**src/rtl/soc_store_buffer.sv**
```systemverilog
// soc_store_buffer: in-order store FIFO between the M stage and the data bus.
// Define STORE_MISALIGN_CHECK_EN to reject misaligned half/full-width stores instead of aligning them.
`ifndef XLEN_32b
`define XLEN_32b 1
`endif
`ifndef XLEN_64b
`define XLEN_64b 2
`endif

module soc_store_buffer #(
   parameter int XLEN  = `XLEN_64b,
   parameter int DEPTH = 4,
   localparam int W    = 1 << (XLEN + 4),
   localparam int NB   = W / 8,
   localparam int CW   = $clog2(DEPTH) + 1
) (
   input  logic          i_clk,
   input  logic          i_rst_n,
   input  logic          i_clk_en,
   input  logic          i_sw_m,
   input  logic          i_store_byte_m,
   input  logic          i_store_half_m,
   input  logic [W-1:0]  i_mem_addr_m,
   input  logic [W-1:0]  i_mem_data_m,
   output logic          o_stall,
   output logic          o_bus_valid,
   output logic [W-1:0]  o_bus_addr,
   output logic [W-1:0]  o_bus_data,
   output logic [NB-1:0] o_bus_be,
   input  logic          i_bus_ready,
   output logic          o_empty,
   output logic [CW-1:0] o_count,
   output logic          o_misaligned
);

   localparam int OFFW = $clog2(NB);
   localparam int PW   = $clog2(DEPTH);

   logic [W-1:0]    addr_q [DEPTH];
   logic [W-1:0]    data_q [DEPTH];
   logic [NB-1:0]   be_q   [DEPTH];
   logic [PW-1:0]   wptr_q, rptr_q;
   logic [CW-1:0]   count_q, count_d;
   logic [OFFW-1:0] off, off_eff;
   logic [W-1:0]    addr_new, data_new;
   logic [NB-1:0]   be_new;
   logic            full, mis, push, pop;

   assign off  = i_mem_addr_m[OFFW-1:0];
   assign full = (count_q == CW'(DEPTH));

`ifdef STORE_MISALIGN_CHECK_EN
   logic mis_q;

   assign mis     = i_sw_m & ~i_store_byte_m &
                    (i_store_half_m ? off[0] : (off != '0));
   assign off_eff = off;

   always_ff @(posedge i_clk or negedge i_rst_n) begin
      if (!i_rst_n) begin
         mis_q <= 1'b0;
      end else begin
         mis_q <= mis & i_clk_en;
      end
   end

   assign o_misaligned = mis_q;
`else
   assign mis = 1'b0;

   // Without the check, misaligned halves/words are silently aligned down.
   always_comb begin
      off_eff = off;
      if (!i_store_byte_m) begin
         if (i_store_half_m) off_eff[0] = 1'b0;
         else                off_eff    = '0;
      end
   end

   assign o_misaligned = 1'b0;
`endif

   // A misaligned store is dropped, so it never needs to hold the pipeline.
   assign o_stall = i_sw_m & full & ~i_bus_ready & ~mis;
   assign push    = i_sw_m & i_clk_en & ~o_stall & ~mis;
   assign pop     = o_bus_valid & i_bus_ready;
   assign count_d = count_q + CW'(push) - CW'(pop);

   always_comb begin
      addr_new = {i_mem_addr_m[W-1:OFFW], {OFFW{1'b0}}};
      if (i_store_byte_m) begin
         be_new   = NB'(1) << off_eff;
         data_new = {NB{i_mem_data_m[7:0]}};
      end else if (i_store_half_m) begin
         be_new   = NB'(2'b11) << off_eff;
         data_new = {(NB/2){i_mem_data_m[15:0]}};
      end else begin
         be_new   = '1;
         data_new = i_mem_data_m;
      end
   end

   always_ff @(posedge i_clk or negedge i_rst_n) begin
      if (!i_rst_n) begin
         wptr_q  <= '0;
         rptr_q  <= '0;
         count_q <= '0;
         for (int i = 0; i < DEPTH; i++) begin
            addr_q[i] <= '0;
            data_q[i] <= '0;
            be_q[i]   <= '0;
         end
      end else begin
         if (push) begin
            addr_q[wptr_q] <= addr_new;
            data_q[wptr_q] <= data_new;
            be_q[wptr_q]   <= be_new;
            wptr_q         <= wptr_q + PW'(1);
         end
         if (pop) begin
            rptr_q <= rptr_q + PW'(1);
         end
         count_q <= count_d;
      end
   end

   assign o_bus_valid = (count_q != '0);
   assign o_empty     = (count_q == '0);
   assign o_count     = count_q;
   assign o_bus_addr  = addr_q[rptr_q];
   assign o_bus_data  = data_q[rptr_q];
   assign o_bus_be    = be_q[rptr_q];

endmodule

```
**config.mk**
```make
export PLATFORM = sky130hd
export DESIGN_NAME = soc_store_buffer
export DESIGN_NICKNAME = d
export VERILOG_FILES = /design/src/rtl/soc_store_buffer.sv
export SDC_FILE = /design/constraint.sdc
export NUM_CORES = 1
export LEC_CHECK = 0
export ABC_CLOCK_PERIOD_IN_PS = 2400
export BUFFER_PORTS_ARGS = -buffer_cell sky130_fd_sc_hd__buf_2
export CAP_MARGIN = 10
export CORE_MARGIN = 2
export CORE_UTILIZATION = 50
export CTS_CLUSTER_SIZE = 28
export DETAILED_ROUTE_END_ITERATION = 7
export GPL_TIMING_DRIVEN = 0
export HOLD_SLACK_MARGIN = 0.12
export MAX_ROUTING_LAYER = met4
export PLACE_DENSITY_LB_ADDON = 0.2
export SLEW_MARGIN = 20
export SYNTH_ARGS = -nofsm -noshare
export SYNTH_HDL_FRONTEND = slang
export SYNTH_SLANG_ARGS = --single-unit
export TNS_END_PERCENT = 1
```
**constraint.sdc**
```tcl
create_clock -name i_clk -period 2.4 [get_ports i_clk]
set_input_delay 0.24 -clock i_clk [delete_from_list [all_inputs] [get_ports i_clk]]
set_output_delay 0.24 -clock i_clk [all_outputs]
set_load 0.05 [all_outputs]
```
# [Yosys cells after proc, flatten, opt, wreduce, memory -nomap -nowiden]
# Index checks and enable logic that the tools add are counted.
[totals] wordCells=59 input_bits=135 reg_bits=551
[classes] bitwise_logic=9 order_cmp=3 addsub=4 n_reduce_logical=3 n_shift=2 mux=22 n_eq_ne=1
[op_table] operator="$bwmux W256" n=2
[op_table] operator="$mux W64" n=7
[op_table] operator="$bmux W64 S2" n=2
[op_table] operator="$demux W64 S2" n=1
[op_table] operator="$mux W8" n=5
[op_table] operator="$bwmux W32" n=1
[op_table] operator="$bmux W8 S2" n=1
[op_table] operator="$demux W8 S2" n=1
[op_table] operator="$shl A1 B3 Y8 const A" n=1
[op_table] operator="$shl A2 B3 Y8 const A" n=1
[op_table] operator="$ge A3 B3 Y1 const B" n=2
[op_table] operator="$not A2 Y3" n=2
[op_table] operator="$and A1 B1 Y1" n=5
[op_table] operator="$add A2 B1 Y2 const B" n=2
[op_table] operator="$add A3 B1 Y3" n=1
[op_table] operator="$eq A3 B3 Y1 const B" n=1
[op_table] operator="$logic_not A3 Y1" n=1
[op_table] operator="$lt A3 B1 Y1 const B" n=1
[op_table] operator="$mux W3" n=1
[op_table] operator="$reduce_bool A3 Y1" n=1
[op_table] operator="$sub A3 B1 Y3" n=1
[op_table] operator="$mux W2" n=1
[op_table] operator="$not A1 Y1" n=2
[op_table] operator="$logic_and A1 B1 Y1" n=1

# [Longest topological paths before layout]
[depth] depth_word=7 mapped_depth=11

# [Worst setup path before layout]
# OpenSTA, ideal clock, no wires.
[synth_timing] path_kind="flip-flop to flip-flop" from="register count_q[2], in the netlist o_count[2]" to="register count_q[2], in the netlist o_count[2]" n_path_buf=1 t_arrival_ns=2.729 stages_incl_launch_ff=12 setup_time_ns=0.143 period_less_slack_ns=2.873 path_slack_ns=-0.473 cell_sequence="dfrtp_1 -> nor4b_4 -> clkbuf_1 -> nor2_1 -> inv_1 -> ha_1 -> inv_1 -> ha_1 -> inv_1 -> fa_1 -> xnor2_1 -> xnor2_1"
[synth_via] elab_chain_cells=7
[synth_rtl] item="start, declared" line="43" rtl="logic [CW-1:0] count_q, count_d;"
[synth_rtl] item="start signal, assigned" line="123" rtl="count_q <= count_d;"
[synth_rtl] item="$eq A3 B3 Y1" line="50" rtl="assign full = (count_q == CW'(DEPTH));"
[synth_rtl] item="$and A1 B1 Y1 (2 in a row)" line="84" rtl="assign o_stall = i_sw_m & full & ~i_bus_ready & ~mis;"
[synth_rtl] item="$not A1 Y1" line="85" rtl="assign push = i_sw_m & i_clk_en & ~o_stall & ~mis;"
[synth_rtl] item="$and A1 B1 Y1" line="85"
[synth_rtl] item="$add A3 B1 Y3" line="87" rtl="assign count_d = count_q + CW'(push) - CW'(pop);"
[synth_rtl] item="$sub A3 B1 Y3 (*)" line="87"
[synth_rtl] item="net count_d[2]" line="43"
# Mark *: on every way through the listed nets, which the timed path passes. The rest lies on a longest branch.
# A chain may end at the register's enable or synchronous reset.

# [Worst setup path after layout]
[layout_timing] from="register rptr_q[0]" to="output o_bus_addr[45]"
[layout_via] elab_chain_cells=4
[layout_rtl] item="start, declared" line="42" rtl="logic [PW-1:0] wptr_q, rptr_q;"
[layout_rtl] item="start signal, assigned" line="121" rtl="rptr_q <= rptr_q + PW'(1);"
[layout_rtl] item="$not A2 Y3 (implied by the code)" line="130" rtl="assign o_bus_addr = addr_q[rptr_q];"
[layout_rtl] item="$bmux W64 S2" line="130"
[layout_rtl] item="$mux W64 (implied by the code) (2 in a row)" line="130"
[layout_rtl] item="end, declared" line="27" rtl="output logic [W-1:0] o_bus_addr,"
# Every way passes these cells. The select of a mux whose other input is x is not followed.

==> impl_metrics.json <==
{
  "outcome": "complete, but fails checks",
  "violations": "negative setup slack",
  "layout_min_cycle_time_ps": 2472,
  "power_density_nw_per_um2": 1693,
  "syn_warnings": 0,
  "timing.final.setup_violations": 104,
  "timing.critical_path.slowest_stage_cell": "sky130_fd_sc_hd__mux4_2",
  "crit_path_max_incr_delay_ps": 550,
  "detail_route.drc_violations": 0,
  "route.vias.total": 14970,
  "worst-path-buf-inv": 4,
  "die_y_um": 225.2,
  "die_area_um2": 50700,
  "synth.ff_latch_count": 539,
  "leading_cell_type_in_the_layout_fill_and_taps_excluded": "sky130_fd_sc_hd__dfrtp_1",
  "maxClockFrequency_mhz": 404.5,
  "sequential_fraction_of_the_synthesis_area_pct": 55.14,
  "port_buffers": 271,
  "dpl_cell_area_um2": 26810,
  "final_area_um2": 30820,
  "largest_net_degree_at_the_start_of_global_routing": 101,
  "globalRouteOverflowTotal": 0,
  "timing.critical_path.fanout_max": 6,
  "layoutNonFillerInstCount": 2617,
  "cts_tree": "done",
  "min_path_type": "primary input to register",
  "path_class": "register to output pin",
  "clock-sinks": 539,
  "max-cap-violations": 0,
  "finalMaxSlewViolations": 0,
  "power.ir.vdd_worst_uv": 1385,
  "rows": 81,
  "fp.coreArea_um2": 48650,
  "worst-endpoint-arrival_ps": 2230,
  "area_share_of_the_largest_cell_type_after_synthesis_pct": 55.14,
  "io_pins": 278,
  "cellLeakagePower_nw": 13.42,
  "worst-slew-pin-transition_ps": 846.2,
  "setup.worst_path.end_class": "output pin",
  "fillCellCount": 3571,
  "report.final.hold_viol_count": 0,
  "dieWidth_um": 225.2,
  "area_growth_syn_to_layout_pct": 26.02,
  "synth_top_area_cell": "sky130_fd_sc_hd__dfrtp_1",
  "holdCritStartpoint": "i_mem_data_m[9]",
  "detail_route.wl_per_cell_um": 23.92,
  "grt.total_usage_pct": 25.76,
  "crit_path_cell_trace": "buf_12, buf_16, buf_12, mux4_2, buf_6",
  "initialDrtViolationCount": 866,
  "postRouteWirelength_um": 62590,
  "finish.net_count": 2100,
  "cts-root-to-sink-buffers": 3,
  "worst-endpoint-required_ps": 2160,
  "grt_setup_unrepaired": "true",
  "route.antenna.remaining_nets": 0,
  "yosys-top-cells-area": "sky130_fd_sc_hd__dfrtp_1 55%, sky130_fd_sc_hd__mux2_2 24%, sky130_fd_sc_hd__mux4_2 12%",
  "finalCritPeriodShare_pct": 103.0,
  "cts-buffers-inserted": 57,
  "grt_pass1_wl_um": 96000,
  "placed_cells_incl_taps": 2404,
  "synthesis.instances": 1502,
  "layout_common_cells": "534 x sky130_fd_sc_hd__dfrtp_1, 528 x sky130_fd_sc_hd__mux2_2, 192 x sky130_fd_sc_hd__buf_2, 133 x sky130_fd_sc_hd__mux4_2, 130 x sky130_fd_sc_hd__buf_6",
  "number_of_antenna_violations_at_the_first_check_in_global_routing": 1,
  "path_common_cell": "sky130_fd_sc_hd__buf_12",
  "clock-skew-final_ps": 12.42,
  "cts_root_buffer": "sky130_fd_sc_hd__clkbuf_16",
  "initial_utilization_pct": 50.28,
  "first_global_vias": 16270,
  "gpl.final_weighted_congestion": 0.8738,
  "path_delay_family": "buffers and inverters",
  "clock_tree.htree_level_count": 2,
  "crit-reg2reg-launch": "o_count[1]",
  "setup.worst_path.start_class": "register",
  "cp-startpoint": "rptr_q[0]",
  "insertion_delay_ps": 610,
  "post_drt_via_cell_ratio": 5.721,
  "path_clk_slew_ps": 60,
  "netlist-cell-type-count": 34,
  "syn_avg_cell_area_um2": 16.28,
  "detail_route.first_pass.iterations": 5,
  "design_power_total_w": 0.05217,
  "slew-limit-headroom_pct": 43.59,
  "setup_slack_ps": -72.47,
  "hpwlAfterDp_um": 41820,
  "final_layout_size_suffix_gt1_share_pct": 57.17,
  "synth_area_um2": 24460
}
-- cells in the mapped netlist (all sizes together) --
| cell type | count |
|---|---|
| o21a | 9 |
| xnor2 | 4 |
| o31a | 1 |
| o31ai | 16 |
| a21o | 25 |
| and2 | 2 |
| nor3 | 4 |
| ha | 10 |
| nor2b | 9 |
| o21ai | 6 |
| a21boi | 3 |
| or3 | 1 |
| a211oi | 2 |
| a31oi | 9 |
| nor2 | 3 |
| nand3b | 1 |
| nor4b | 1 |
| mux4 | 133 |
| dfrtp | 539 |
| fa | 1 |
| conb | 1 |
| nand2 | 4 |
| inv | 16 |
| nand3 | 7 |
| buf | 80 |
| nand2b | 25 |
| mux2 | 528 |
| clkbuf | 27 |
| or4b | 1 |
| a21oi | 33 |
| xor2 | 1 |
-- state kept, by name, summed over array words and instances, names as in the netlist --
signal,count
addr_q,244
rptr_q,2
data_q,256
wptr_q,2
o_count,3
be_q,32
-- through the flow --
step,setup TNS (ps),worst slack [ps],utilization (%),hold slack (ps)
3_5_place_dp,-80660,-774.5,55.12,130.2
6_report,-3781,-72.47,63.36,157.5
4_1_cts,-11170,-146.6,63.04,122.5
5_1_grt,-11560,-127.8,63.36,141.9
2_1_floorplan,-241.1,-164.6,-,-55.59
3_3_place_gp,-5212790,-11360,54.76,483.3
-- path summary, 6_finish.rpt --
check,to,slack (ps),cells after the start
worst max-delay path,o_bus_addr[45],-70,5
worst min-delay path,data_q[137],160,3
worst max register to register,o_count[2],20,11
worst min register to register,data_q[94],500,1
max in group asynchronous,data_q[98],420,6
min in group asynchronous,addr_q[205],190,3
-- metal layers --
layer,GRT usage [%],up-vias,wire [µm]
li1,-,6502,-
met2,40.03,425,29570
met4,9.827,0,2441
met1,34.10,7919,27140
met3,4.615,125,3441
met5,-,-,0
-- area by class of cell --
| class | count | area [µm²] | area share [%] |
|---|---|---|---|
| clock buffers | 91 | 1767 | 5.732 |
| clock inverters | 8 | 118.9 | 0.3856 |
| diodes | 1 | 2.502 | 0.008119 |
| well taps | 622 | 778.2 | 2.525 |
| multi-input cells | 843 | 10220 | 33.16 |
| repair buffers | 391 | 3363 | 10.91 |
| inverters | 16 | 60.06 | 0.1948 |
| plain buffers | 106 | 1015 | 3.292 |
| flip-flops and latches | 539 | 13500 | 43.79 |
-- cells by family (layout without fill, tap and decap cells) --
group / Yosys count / after routing / share of synthesized area [%]
xor gates and xnor gates: 5 / 5 / 0.1790
adders and majority gates: 11 / 11 / 0.5934
other: 1 / 5 / 0.01533
DFF: 539 / 539 / 55.14
and+or+nand+nor: 58 / 58 / 1.529
AOI/OAI and AO/OA: 104 / 104 / 2.752
muxes: 661 / 661 / 36.55
buffers and inverters: 123 / 612 / 3.233
-- timing repair --
item | 4_1_cts | 5_1_grt
gates cloned | 2 | 4
buffers inserted | 6 | 0
pin swaps | 3 | 1
hold buffers | 102 | 0
endpoints found under the setup margin | 445 | 393
endpoints found under the hold margin | 608 | 0
resized for setup | 274 | 15
-- worst register-to-register path, cell delays in order, from the launching register on --
cell                      delay (ps)
sky130_fd_sc_hd__dfrtp_4         530
sky130_fd_sc_hd__nor4b_4         360
sky130_fd_sc_hd__buf_8           200
sky130_fd_sc_hd__nor2_4           50
sky130_fd_sc_hd__inv_2            70
sky130_fd_sc_hd__ha_1            220
sky130_fd_sc_hd__inv_1            50
sky130_fd_sc_hd__ha_1            120
sky130_fd_sc_hd__inv_1            50
sky130_fd_sc_hd__fa_2            340
sky130_fd_sc_hd__xnor2_2         140
sky130_fd_sc_hd__xnor2_1         130
-- power by group --
part / switching (W) / internal [W] / total [W]
logic: 0.0151 / 0.0122 / 0.0273
clock network: 0.00361 / 0.00531 / 0.00891
registers: 0.00228 / 0.0137 / 0.0159
No activity file was read; power rests on OpenSTA's default activity.
